==> src/rtl/sinegen_pkg.sv <==
// Shared constants and the sine-table generator for the sinegen DDS.
// Table values come from a fixed-point Taylor series evaluated at elaboration time.
package sinegen_pkg;

    localparam int DEF_ACC_W  = 16;
    localparam int DEF_ADDR_W = 8;
    localparam int DEF_DATA_W = 8;

    localparam int MIDSCALE = 2 ** (DEF_DATA_W - 1);

    localparam string ROM_FILE_FULL    = "sinerom.mem";
    localparam string ROM_FILE_QUARTER = "sinerom_q.mem";

    // Q2.30 fixed point keeps x*x inside 64 bits for any angle up to pi/2.
    localparam int     FX_FRAC = 30;
    localparam longint FX_HALF = 64'sd536870912;
    localparam longint FX_PI   = 64'sd3373259426;

    function automatic int unsigned midscale(input int data_w);
        return 2 ** (data_w - 1);
    endfunction

    // sin(2*pi*m / 2^addr_w) in Q2.30, valid for 0 <= m <= 2^(addr_w-2).
    function automatic longint quarter_sine_fx(input int m, input int addr_w);
        longint x;
        longint x2;
        longint term;
        longint sum;
        x    = (FX_PI * longint'(m) * 64'sd2) >>> addr_w;
        x2   = (x * x) >>> FX_FRAC;
        term = x;
        sum  = x;
        for (int i = 1; i <= 8; i++) begin
            term = -((term * x2) >>> FX_FRAC) / longint'((2 * i) * (2 * i + 1));
            sum  = sum + term;
        end
        return sum;
    endfunction

    // T[k] = mid + round((mid-1) * sin(2*pi*k/2^addr_w)), built from first-quadrant values.
    function automatic int sine_sample(input int k, input int addr_w, input int data_w);
        int     n;
        int     half;
        int     qtr;
        int     kk;
        int     m;
        int     mid;
        bit     neg;
        longint r;
        n    = 1 << addr_w;
        half = n / 2;
        qtr  = n / 4;
        mid  = 1 << (data_w - 1);
        kk   = k % n;
        neg  = (kk >= half);
        if (neg) begin
            kk = kk - half;
        end
        m = (kk > qtr) ? (half - kk) : kk;
        r = (longint'(mid - 1) * quarter_sine_fx(m, addr_w) + FX_HALF) >>> FX_FRAC;
        return neg ? (mid - int'(r)) : (mid + int'(r));
    endfunction

endpackage

==> src/rtl/sinegen_dds_if.sv <==
// Control/sample bundle between a DDS consumer (master) and sinegen_dds (slave).
interface sinegen_dds_if #(
    parameter int ACC_W  = 16,
    parameter int ADDR_W = 8,
    parameter int DATA_W = 8
) ();

    logic              en;
    logic [ACC_W-1:0]  incr;
    logic [ADDR_W-1:0] offset;
    logic [DATA_W-1:0] dout1;
    logic [DATA_W-1:0] dout2;
    logic              valid;
    logic              wrap;

    modport master (
        output en, incr, offset,
        input  dout1, dout2, valid, wrap
    );

    modport slave (
        input  en, incr, offset,
        output dout1, dout2, valid, wrap
    );

endinterface

==> src/rtl/sinegen_rom.sv <==
// Dual-read-port synchronous sine ROM with registered outputs.
// Define SINEGEN_QUARTER_WAVE_EN to store one quadrant and fold the address.
module sinegen_rom
    import sinegen_pkg::*;
#(
    parameter int ADDR_W = DEF_ADDR_W,
    parameter int DATA_W = DEF_DATA_W
) (
    input  logic              clk,
    input  logic              rst,
    input  logic              i_en,
    input  logic [ADDR_W-1:0] i_addr1,
    input  logic [ADDR_W-1:0] i_addr2,
    output logic [DATA_W-1:0] o_data1,
    output logic [DATA_W-1:0] o_data2
);

    logic [DATA_W-1:0] w_val1;
    logic [DATA_W-1:0] w_val2;

`ifdef SINEGEN_QUARTER_WAVE_EN
    localparam int QTR   = 2 ** (ADDR_W - 2);
    localparam int IDX_W = ADDR_W - 1;

    logic [DATA_W-1:0] w_rom [QTR+1];

    for (genvar g = 0; g <= QTR; g++) begin : g_rom
        localparam logic [DATA_W-1:0] SAMPLE = DATA_W'(sine_sample(g, ADDR_W, DATA_W));
        assign w_rom[g] = SAMPLE;
    end

    // Quadrants 1 and 3 read the mirrored index; quadrants 2 and 3 are negated about zero.
    function automatic logic [IDX_W-1:0] fold_idx(input logic [ADDR_W-1:0] a);
        logic [IDX_W-1:0] low;
        low = IDX_W'(a[ADDR_W-3:0]);
        return a[ADDR_W-2] ? (IDX_W'(QTR) - low) : low;
    endfunction

    logic [IDX_W-1:0] w_idx1;
    logic [IDX_W-1:0] w_idx2;

    assign w_idx1 = fold_idx(i_addr1);
    assign w_idx2 = fold_idx(i_addr2);
    assign w_val1 = i_addr1[ADDR_W-1] ? ('0 - w_rom[w_idx1]) : w_rom[w_idx1];
    assign w_val2 = i_addr2[ADDR_W-1] ? ('0 - w_rom[w_idx2]) : w_rom[w_idx2];
`else
    localparam int DEPTH = 2 ** ADDR_W;

    logic [DATA_W-1:0] w_rom [DEPTH];

    for (genvar g = 0; g < DEPTH; g++) begin : g_rom
        localparam logic [DATA_W-1:0] SAMPLE = DATA_W'(sine_sample(g, ADDR_W, DATA_W));
        assign w_rom[g] = SAMPLE;
    end

    assign w_val1 = w_rom[i_addr1];
    assign w_val2 = w_rom[i_addr2];
`endif

    // NOTE: only the output registers are reset; the table itself is constant and never cleared.
    always_ff @(posedge clk) begin
        if (rst) begin
            o_data1 <= '0;
            o_data2 <= '0;
        end else if (i_en) begin
            o_data1 <= w_val1;
            o_data2 <= w_val2;
        end
    end

endmodule

==> src/rtl/sinegen_dds.sv <==
// Two-channel DDS sine generator: phase accumulator, channel-2 offset, valid and wrap flags.
// Optional build macro SINEGEN_QUARTER_WAVE_EN selects the quarter-wave ROM.
module sinegen_dds
    import sinegen_pkg::*;
#(
    parameter int ACC_W  = DEF_ACC_W,
    parameter int ADDR_W = DEF_ADDR_W,
    parameter int DATA_W = DEF_DATA_W
) (
    input  logic         clk,
    input  logic         rst,
    sinegen_dds_if.slave bus
);

    if (ADDR_W > ACC_W) begin : g_bad_cfg
        $error("sinegen_dds: ADDR_W must not exceed ACC_W");
    end

    logic [ACC_W-1:0]  r_phase;
    logic              r_valid;
    logic              r_wrap;
    logic [ACC_W:0]    w_sum;
    logic [ADDR_W-1:0] w_a1;
    logic [ADDR_W-1:0] w_a2;

    // Both addresses come from the phase before this cycle's step.
    assign w_sum = {1'b0, r_phase} + {1'b0, bus.incr};
    assign w_a1  = r_phase[ACC_W-1 -: ADDR_W];
    assign w_a2  = w_a1 + bus.offset;

    // NOTE: non-blocking assignments so every register samples the pre-edge values together.
    always_ff @(posedge clk) begin
        if (rst) begin
            r_phase <= '0;
            r_valid <= 1'b0;
            r_wrap  <= 1'b0;
        end else begin
            r_valid <= bus.en;
            r_wrap  <= bus.en & w_sum[ACC_W];
            if (bus.en) begin
                r_phase <= w_sum[ACC_W-1:0];
            end
        end
    end

    sinegen_rom #(
        .ADDR_W (ADDR_W),
        .DATA_W (DATA_W)
    ) u_rom (
        .clk     (clk),
        .rst     (rst),
        .i_en    (bus.en),
        .i_addr1 (w_a1),
        .i_addr2 (w_a2),
        .o_data1 (bus.dout1),
        .o_data2 (bus.dout2)
    );

    assign bus.valid = r_valid;
    assign bus.wrap  = r_wrap;

endmodule
==> src/flat_wrapper.sv <==
// flat-port wrapper written by rule: the top's interface ports become plain ports
module sinegen_dds_flat import sinegen_pkg::*;
#(
    parameter int ACC_W  = DEF_ACC_W,
    parameter int ADDR_W = DEF_ADDR_W,
    parameter int DATA_W = DEF_DATA_W
)
  (clk, rst, bus_en, bus_incr, bus_offset, bus_dout1, bus_dout2, bus_valid, bus_wrap);
  sinegen_dds_if #(.ACC_W(ACC_W), .ADDR_W(ADDR_W), .DATA_W(DATA_W)) bus_i ();
  input  logic clk;
  input  logic rst;
  input wire logic [$bits(bus_i.en)-1:0] bus_en;
  input wire logic [$bits(bus_i.incr)-1:0] bus_incr;
  input wire logic [$bits(bus_i.offset)-1:0] bus_offset;
  output wire logic [$bits(bus_i.dout1)-1:0] bus_dout1;
  output wire logic [$bits(bus_i.dout2)-1:0] bus_dout2;
  output wire logic [$bits(bus_i.valid)-1:0] bus_valid;
  output wire logic [$bits(bus_i.wrap)-1:0] bus_wrap;
  assign bus_i.en = bus_en;
  assign bus_i.incr = bus_incr;
  assign bus_i.offset = bus_offset;
  assign bus_dout1 = bus_i.dout1;
  assign bus_dout2 = bus_i.dout2;
  assign bus_valid = bus_i.valid;
  assign bus_wrap = bus_i.wrap;
  sinegen_dds #(.ACC_W(ACC_W), .ADDR_W(ADDR_W), .DATA_W(DATA_W)) u_core (.clk(clk), .rst(rst), .bus(bus_i));
endmodule
==> config.mk <==
export PLATFORM = sky130hd
export DESIGN_NAME = sinegen_dds_flat
export DESIGN_NICKNAME = d
export VERILOG_FILES = /design/src/rtl/sinegen_pkg.sv /design/src/rtl/sinegen_dds_if.sv /design/src/rtl/sinegen_rom.sv /design/src/rtl/sinegen_dds.sv /design/src/flat_wrapper.sv
export SDC_FILE = /design/constraint.sdc
export NUM_CORES = 1
export LEC_CHECK = 0
export CAP_MARGIN = 10
export CORE_ASPECT_RATIO = 1.25
export CORE_UTILIZATION = 30
export CTS_BUF_LIST = sky130_fd_sc_hd__clkbuf_8 sky130_fd_sc_hd__clkbuf_16
export CTS_CLUSTER_SIZE = 20
export DETAILED_ROUTE_END_ITERATION = 8
export GPL_TIMING_DRIVEN = 0
export MAX_ROUTING_LAYER = met4
export PLACE_DENSITY_LB_ADDON = 0.3
export SLEW_MARGIN = 20
export SYNTH_ARGS = -nofsm -noshare
export SYNTH_HDL_FRONTEND = slang
export SYNTH_SLANG_ARGS = --single-unit
==> constraint.sdc <==
create_clock -name clk -period 4 [get_ports clk]
set_input_delay 0.8 -clock clk [delete_from_list [all_inputs] [get_ports clk]]
set_output_delay 0.8 -clock clk [all_outputs]
set_load 0.005 [all_outputs]
# Yosys cells after proc, flatten, opt, wreduce, memory -nomap -nowiden
# Memory sizes are Yosys's and may differ from the RTL's. A register that Yosys moved wholly into a read port is not among the register bits.
# Index checks and enable logic that the tools add are counted.
# totals
reg_bits,18
romBits,4096
inputBits,27
out_inout_bits,18
n_memories,2
# memory_table
memory,depth,width,rd,rd_clocked_by_memory_dff,write_ports,line_no,rtl
(no name shown),256,8,1,1,0,sinegen_rom.sv:57,assign w_val2 = w_rom[i_addr2];
(no name shown),256,8,1,1,0,sinegen_rom.sv:56,assign w_val1 = w_rom[i_addr1];
# classes
addsub,2
n_bitwise,3
# ops
operator,n
NOT 8 -> 9 bit,2
adder 16 x 16 -> 17 bit,1
adder 8 bit,1
AND 1 bit,1

# Depth between registers and ports, before layout
# logic_depth
word_depth,2
depth_mapped,13
mapped_depth_nobuf,12

# Hierarchy
# Synthesis repeated with hierarchy kept, for this count alone.
# unflattened
cells_unflattened,887
area_unflattened_um2,6133.4
# modules_own_cells
mod,n_inst,cells_per_inst,area_each_um2
sinegen_rom,1,685,4470.5
sinegen_dds,1,202,1662.8

# Worst setup path before layout
# No wires, ideal clock.
# synth_path
path_kind,in2reg
startpoint,input bus_offset[0]
endpoint,register u_core.u_rom.o_data2[2]
setup_time_ps,86
arrival_ps,3475
required_time_ps,3914
setup_slack_ps,439
stages,12
cell_sequence,ha_1 inv_1 fa_1 clkinv_1 ha_1 clkbuf_1 nand2_1 o2bb2ai_1 a211oi_1 o311ai_0 a311oi_1 a211oi_1
# synth_between
elab_chain_cells,2
# synth_rtl
item,line_no,rtl
"start, declared",flat_wrapper.sv:14,input wire logic [$bits(bus_i.offset)-1:0] bus_offset;
adder 8 bit,sinegen_dds.sv:29,assign w_a2 = w_a1 + bus.offset;
NOT 8 -> 9 bit (not written as such),sinegen_rom.sv:57,
"end, declared",sinegen_rom.sv:15,output logic [DATA_W-1:0] o_data2
# No other way between the ends.
# A chain may end at the register's enable or synchronous reset.

# Worst setup path after layout
# layout_path
startpoint,input bus_offset[0]
endpoint,register u_core.u_rom.o_data2[4]
# The elaborated chain is that of the path after synthesis.

==> reports/qor.tcl <==
set qor(cells_on_worst_hold_path) 2
set qor(die_width_um) 130.4
set qor(flow.area_growth_from_synthesis_pct) 16.77
set qor(hold_path_end) {u_core.u_rom.o_data1[1]$_SDFFE_PP0P_}
set qor(critical_path.reg2reg.endpoint) {u_core.u_rom.o_data2[4]$_SDFFE_PP0P_}
set qor(cts_tree) {yes}
set qor(totalWireLength_um) 31240
set qor(floorplan_die_area_mm2) 0.02120
set qor(synth_enable_flop_cells) 0
set qor(core-area_mm2) 0.02017
set qor(ys_async_sr_fraction_pct) 0
set qor(critPathSlowestCell) {sky130_fd_sc_hd__nor2_1}
set qor(type_of_the_worst_setup_path) {input pin to flip-flop}
set qor(clock_insertion_delay_worst_skew_ns) 0.28
set qor(timing.critical_path.mode_cell) {sky130_fd_sc_hd__o22ai_1}
set qor(synth_seq_area_share_pct) 11.00
set qor(report.final.slew_viol_count) 0
set qor(drive_gt1_share_pct) 8.083
set qor(run_status) {complete, no violations}
set qor(n_fill_cell) 2228
set qor(post_synth_design_cell_area_mm2) 0.006186
set qor(synth.net_count) 989
set qor(synthTopCellsByCount) {sky130_fd_sc_hd__nand2_1 (89), sky130_fd_sc_hd__nor2_1 (85), sky130_fd_sc_hd__o21ai_0 (77), sky130_fd_sc_hd__a21oi_1 (71), sky130_fd_sc_hd__clkbuf_1 (55)}
set qor(worst_slack_ns) 0.02112
set qor(grt_start_max_net_pins) 15
set qor(worst_path_dominant_cell_family) {compound AO/OA/AOI/OAI gates}
set qor(pin_count) 45
set qor(final_number_of_hold_violating_endpoints) 0
set qor(final_period_minus_worst_setup_slack_ns) 3.979
set qor(synthCells) 914
set qor(setup.reg_to_reg.worst_slack_ns) 0.24
set qor(total_chip_power_mw) 4.340
set qor(rr_worst_depth) 10
set qor(regArea_um2) 681.9
set qor(critical_path_required_ns) 4.18
set qor(htree_levels) 2
set qor(wl_per_cell_um) 25.30
set qor(final.setup.tns_ns) 0
set qor(cp_slowest_stage_delay_ns) 0.57
set qor(grt_first_pass_wirelength_um) 46660
set qor(yosysUniqueCellTypes) 82
set qor(number_of_diodes_added_for_antenna_fixing) 0
set qor(cts_sinks) 34
set qor(detail_route.drc_violations) 0
set qor(yosysMostFrequentCell) {sky130_fd_sc_hd__nand2_1}
set qor(worstHoldStart) {u_core.u_rom.o_data1[1]$_SDFFE_PP0P_}
set qor(hold_buffers) 0
set qor(drt_pass1_iterations) 7
set qor(setup_violations) 0
set qor(grt_setup_unrepaired) {yes}
set qor(synth.largest_area_cell) {sky130_fd_sc_hd__dfxtp_1}
set qor(grt.overflow.total) 0
set qor(drt-vias-per-instance) 6.642
set qor(antenna_left) 0
set qor(worstReg2RegStart) {u_core.r_phase[9]$_SDFFE_PP0P_}
set qor(initial_core_util_pct) 30.66
set qor(drv.max_cap_violation_count) 0
set qor(syn-mean-instance-area_um2) 6.768
set qor(placement_rows) 58
set qor(synth_top_cells_by_area) {sky130_fd_sc_hd__dfxtp_1 (11%), sky130_fd_sc_hd__ha_1 (9.3%), sky130_fd_sc_hd__o21ai_0 (6.2%), sky130_fd_sc_hd__a21oi_1 (5.7%), sky130_fd_sc_hd__nand2_1 (5.4%)}
set qor(worst_ep_arrival_time_ns) 4.15
set qor(buffer_ports.inserted) 42
set qor(grt_antenna_before_repair) 0
set qor(ys.flop_type) {sky130_fd_sc_hd__dfxtp_1}
set qor(track_usage_pct) 29.99
set qor(finalInstanceArea_mm2) 0.007223
set qor(detailedPlace.worstSlack_ns) -1.357
set qor(nNetsFinal) 1039
set qor(least_margin_pin_slew_ns) 0.9922
set qor(cellLeakagePower_nw) 2.560
set qor(cts_made_buffers) 5
set qor(ctsLongestPathBuffers) 2
set qor(cts.reportedPaths.clkPinSlew_ns) 0.06
set qor(powerDensity_mw_per_mm2) 600.9
set qor(maxSlewHeadroom_pct) 33.38
set qor(start_kind) {input pin}
set qor(synth_largest_type_area_fraction_pct) 11.00
set qor(first_global_vias) 7631
set qor(timing.critical_path.buf_inv) 3
set qor(die-height_um) 162.5
set qor(multiInputGateArea_mm2) 0.005096
set qor(placed_cell_area_mm2) 0.006944
set qor(post-dp-hpwl_um) 22630
set qor(synth_seq_cells) 34
set qor(detailroute.via_count) 8203
set qor(post-route-period-util_pct) 99.47
set qor(drt_first_iter_violations) 1359
set qor(finalClockSkew_ns) 0.008596
set qor(gp_routability_congestion) 1.023
set qor(vdd_drop_max_uv) 229.9
set qor(number_of_warning_messages_in_the_yosys_log) 0
set qor(fmaxAchievable_ghz) 0.2513
set qor(clock-root-buffer) {sky130_fd_sc_hd__clkbuf_16}
set qor(end_kind) {flip-flop}
set qor(maximum_net_fanout_on_the_critical_path) 10
set qor(crit_path_cell_trace) {clkdlybuf4s50_1 > ha_1 > inv_1 > fa_2 > clkbuf_2 > nor2_1 > a21oi_1 > o22ai_1 > o22ai_1 > a221oi_1 > o21ai_0 > o211a_1}
set qor(hold_ws_ns) 0.4707
set qor(timing.hold.worst.class) {flip-flop to flip-flop}
[metal layers]
| metal | up-vias | wire length [um] | GRT usage (%) | part of all wire, % |
|---|---|---|---|---|
| li1 | 3573 | - | - | - |
| met1 | 3805 | 11570 | 35.25 | 37 |
| met4 | 0 | 2343 | 17.92 | 7.5 |
| met3 | 178 | 2784 | 3.909 | 8.9 |
| met5 | - | 0 | - | 0 |
| met2 | 647 | 14540 | 48.43 | 47 |
[kinds of logic (layout without fill, tap and decap cells)]
kind of cell | Yosys count | in the layout | synth area share [%]
AOI/OAI and AO/OA | 375 | 375 | 41.91
xor gates and xnor gates | 13 | 13 | 2.448
adders and majority gates | 50 | 50 | 10.28
buffers and inverters | 115 | 166 | 7.807
DFF | 34 | 34 | 11.00
muxes | 19 | 19 | 3.499
and+or+nand+nor | 308 | 308 | 23.06
[tightest hold or removal path: stages (launching register included)]
cell and delay (ns):
sky130_fd_sc_hd__dfxtp_1 0.31, sky130_fd_sc_hd__nand2_1 0.06, sky130_fd_sc_hd__a21oi_1 0.05
[final cells by class]
class | count | share of cell area (%)
clock inverter | 3 | 0.5197
multi-input combinational | 765 | 70.55
tap | 270 | 4.677
buffer | 84 | 5.318
timing repair buffer | 45 | 6.132
sequential | 34 | 9.440
inverter | 29 | 1.628
clock buffer | 5 | 1.732
[repair_timing]
| item | in CTS | in global routing |
|---|---|---|
| gates resized for setup | 16 | 22 |
| pin swaps | 0 | 1 |
| setup buffers | 1 | 2 |
| setup endpoints to repair | 7 | 5 |
[state kept, by name, indices dropped and copies added (netlist names)]
signal / count
u_core.bus.valid: 1
u_core.u_rom.o_data1: 8
u_core.u_rom.o_data2: 8
u_core.bus.wrap: 1
u_core.r_phase: 16
[metrics by stage]
stage               instances  util (%)
floorplan                 914         -
global placement         1226     34.42
detailed placement       1226     34.42
CTS                      1234     35.50
global route             1235     35.80
finish                   1235     35.80
[cells in the final DEF (no fill, tap or decap), types with 8 or more instances in the layout]
cell / n
sky130_fd_sc_hd__o2111ai_1: 8
sky130_fd_sc_hd__o22ai_1: 18
sky130_fd_sc_hd__buf_2: 17
sky130_fd_sc_hd__nor2_1: 85
sky130_fd_sc_hd__a211o_1: 10
sky130_fd_sc_hd__a21oi_1: 71
sky130_fd_sc_hd__o21ai_0: 77
sky130_fd_sc_hd__o31ai_1: 9
sky130_fd_sc_hd__buf_1: 8
sky130_fd_sc_hd__nand3_1: 35
sky130_fd_sc_hd__o221ai_1: 9
sky130_fd_sc_hd__a221oi_1: 10
sky130_fd_sc_hd__clkdlybuf4s50_1: 42
sky130_fd_sc_hd__a31oi_1: 17
sky130_fd_sc_hd__xnor2_1: 9
sky130_fd_sc_hd__ha_1: 44
sky130_fd_sc_hd__dfxtp_1: 33
sky130_fd_sc_hd__nand2_1: 89
sky130_fd_sc_hd__or3_1: 9
sky130_fd_sc_hd__o21a_1: 13
sky130_fd_sc_hd__clkbuf_1: 43
sky130_fd_sc_hd__buf_4: 8
sky130_fd_sc_hd__inv_1: 27
sky130_fd_sc_hd__a311oi_1: 10
sky130_fd_sc_hd__a211oi_1: 30
sky130_fd_sc_hd__nor3_1: 30
sky130_fd_sc_hd__mux2i_1: 16
sky130_fd_sc_hd__nor2b_1: 16
sky130_fd_sc_hd__clkbuf_2: 8
sky130_fd_sc_hd__o211ai_1: 24
sky130_fd_sc_hd__nand2b_1: 13
[how the worst max path moves through the flow]
stage / startpoint / endpoint / slack [ns] / cells after the start
floorplan: bus_offset[0] / u_core.u_rom.o_data2[2]$_SDFFE_PP0P_ / 0.44 / 12
global placement: bus_offset[0] / u_core.u_rom.o_data2[2]$_SDFFE_PP0P_ / -1.44 / 13
detailed placement: bus_offset[0] / u_core.u_rom.o_data2[2]$_SDFFE_PP0P_ / -1.36 / 13
CTS: bus_offset[0] / u_core.u_rom.o_data2[2]$_SDFFE_PP0P_ / 0.02 / 12
global route: bus_offset[0] / u_core.u_rom.o_data2[4]$_SDFFE_PP0P_ / -0.03 / 12
finish: bus_offset[0] / u_core.u_rom.o_data2[4]$_SDFFE_PP0P_ / 0.02 / 12
[report_power, final]
part / total [mW] / internal [mW] / switching (mW)
clock network: 0.434 / 0.289 / 0.145
registers: 0.486 / 0.402 / 0.0848
logic: 3.42 / 1.17 / 2.25
Power figures use the tool's default switching activity.
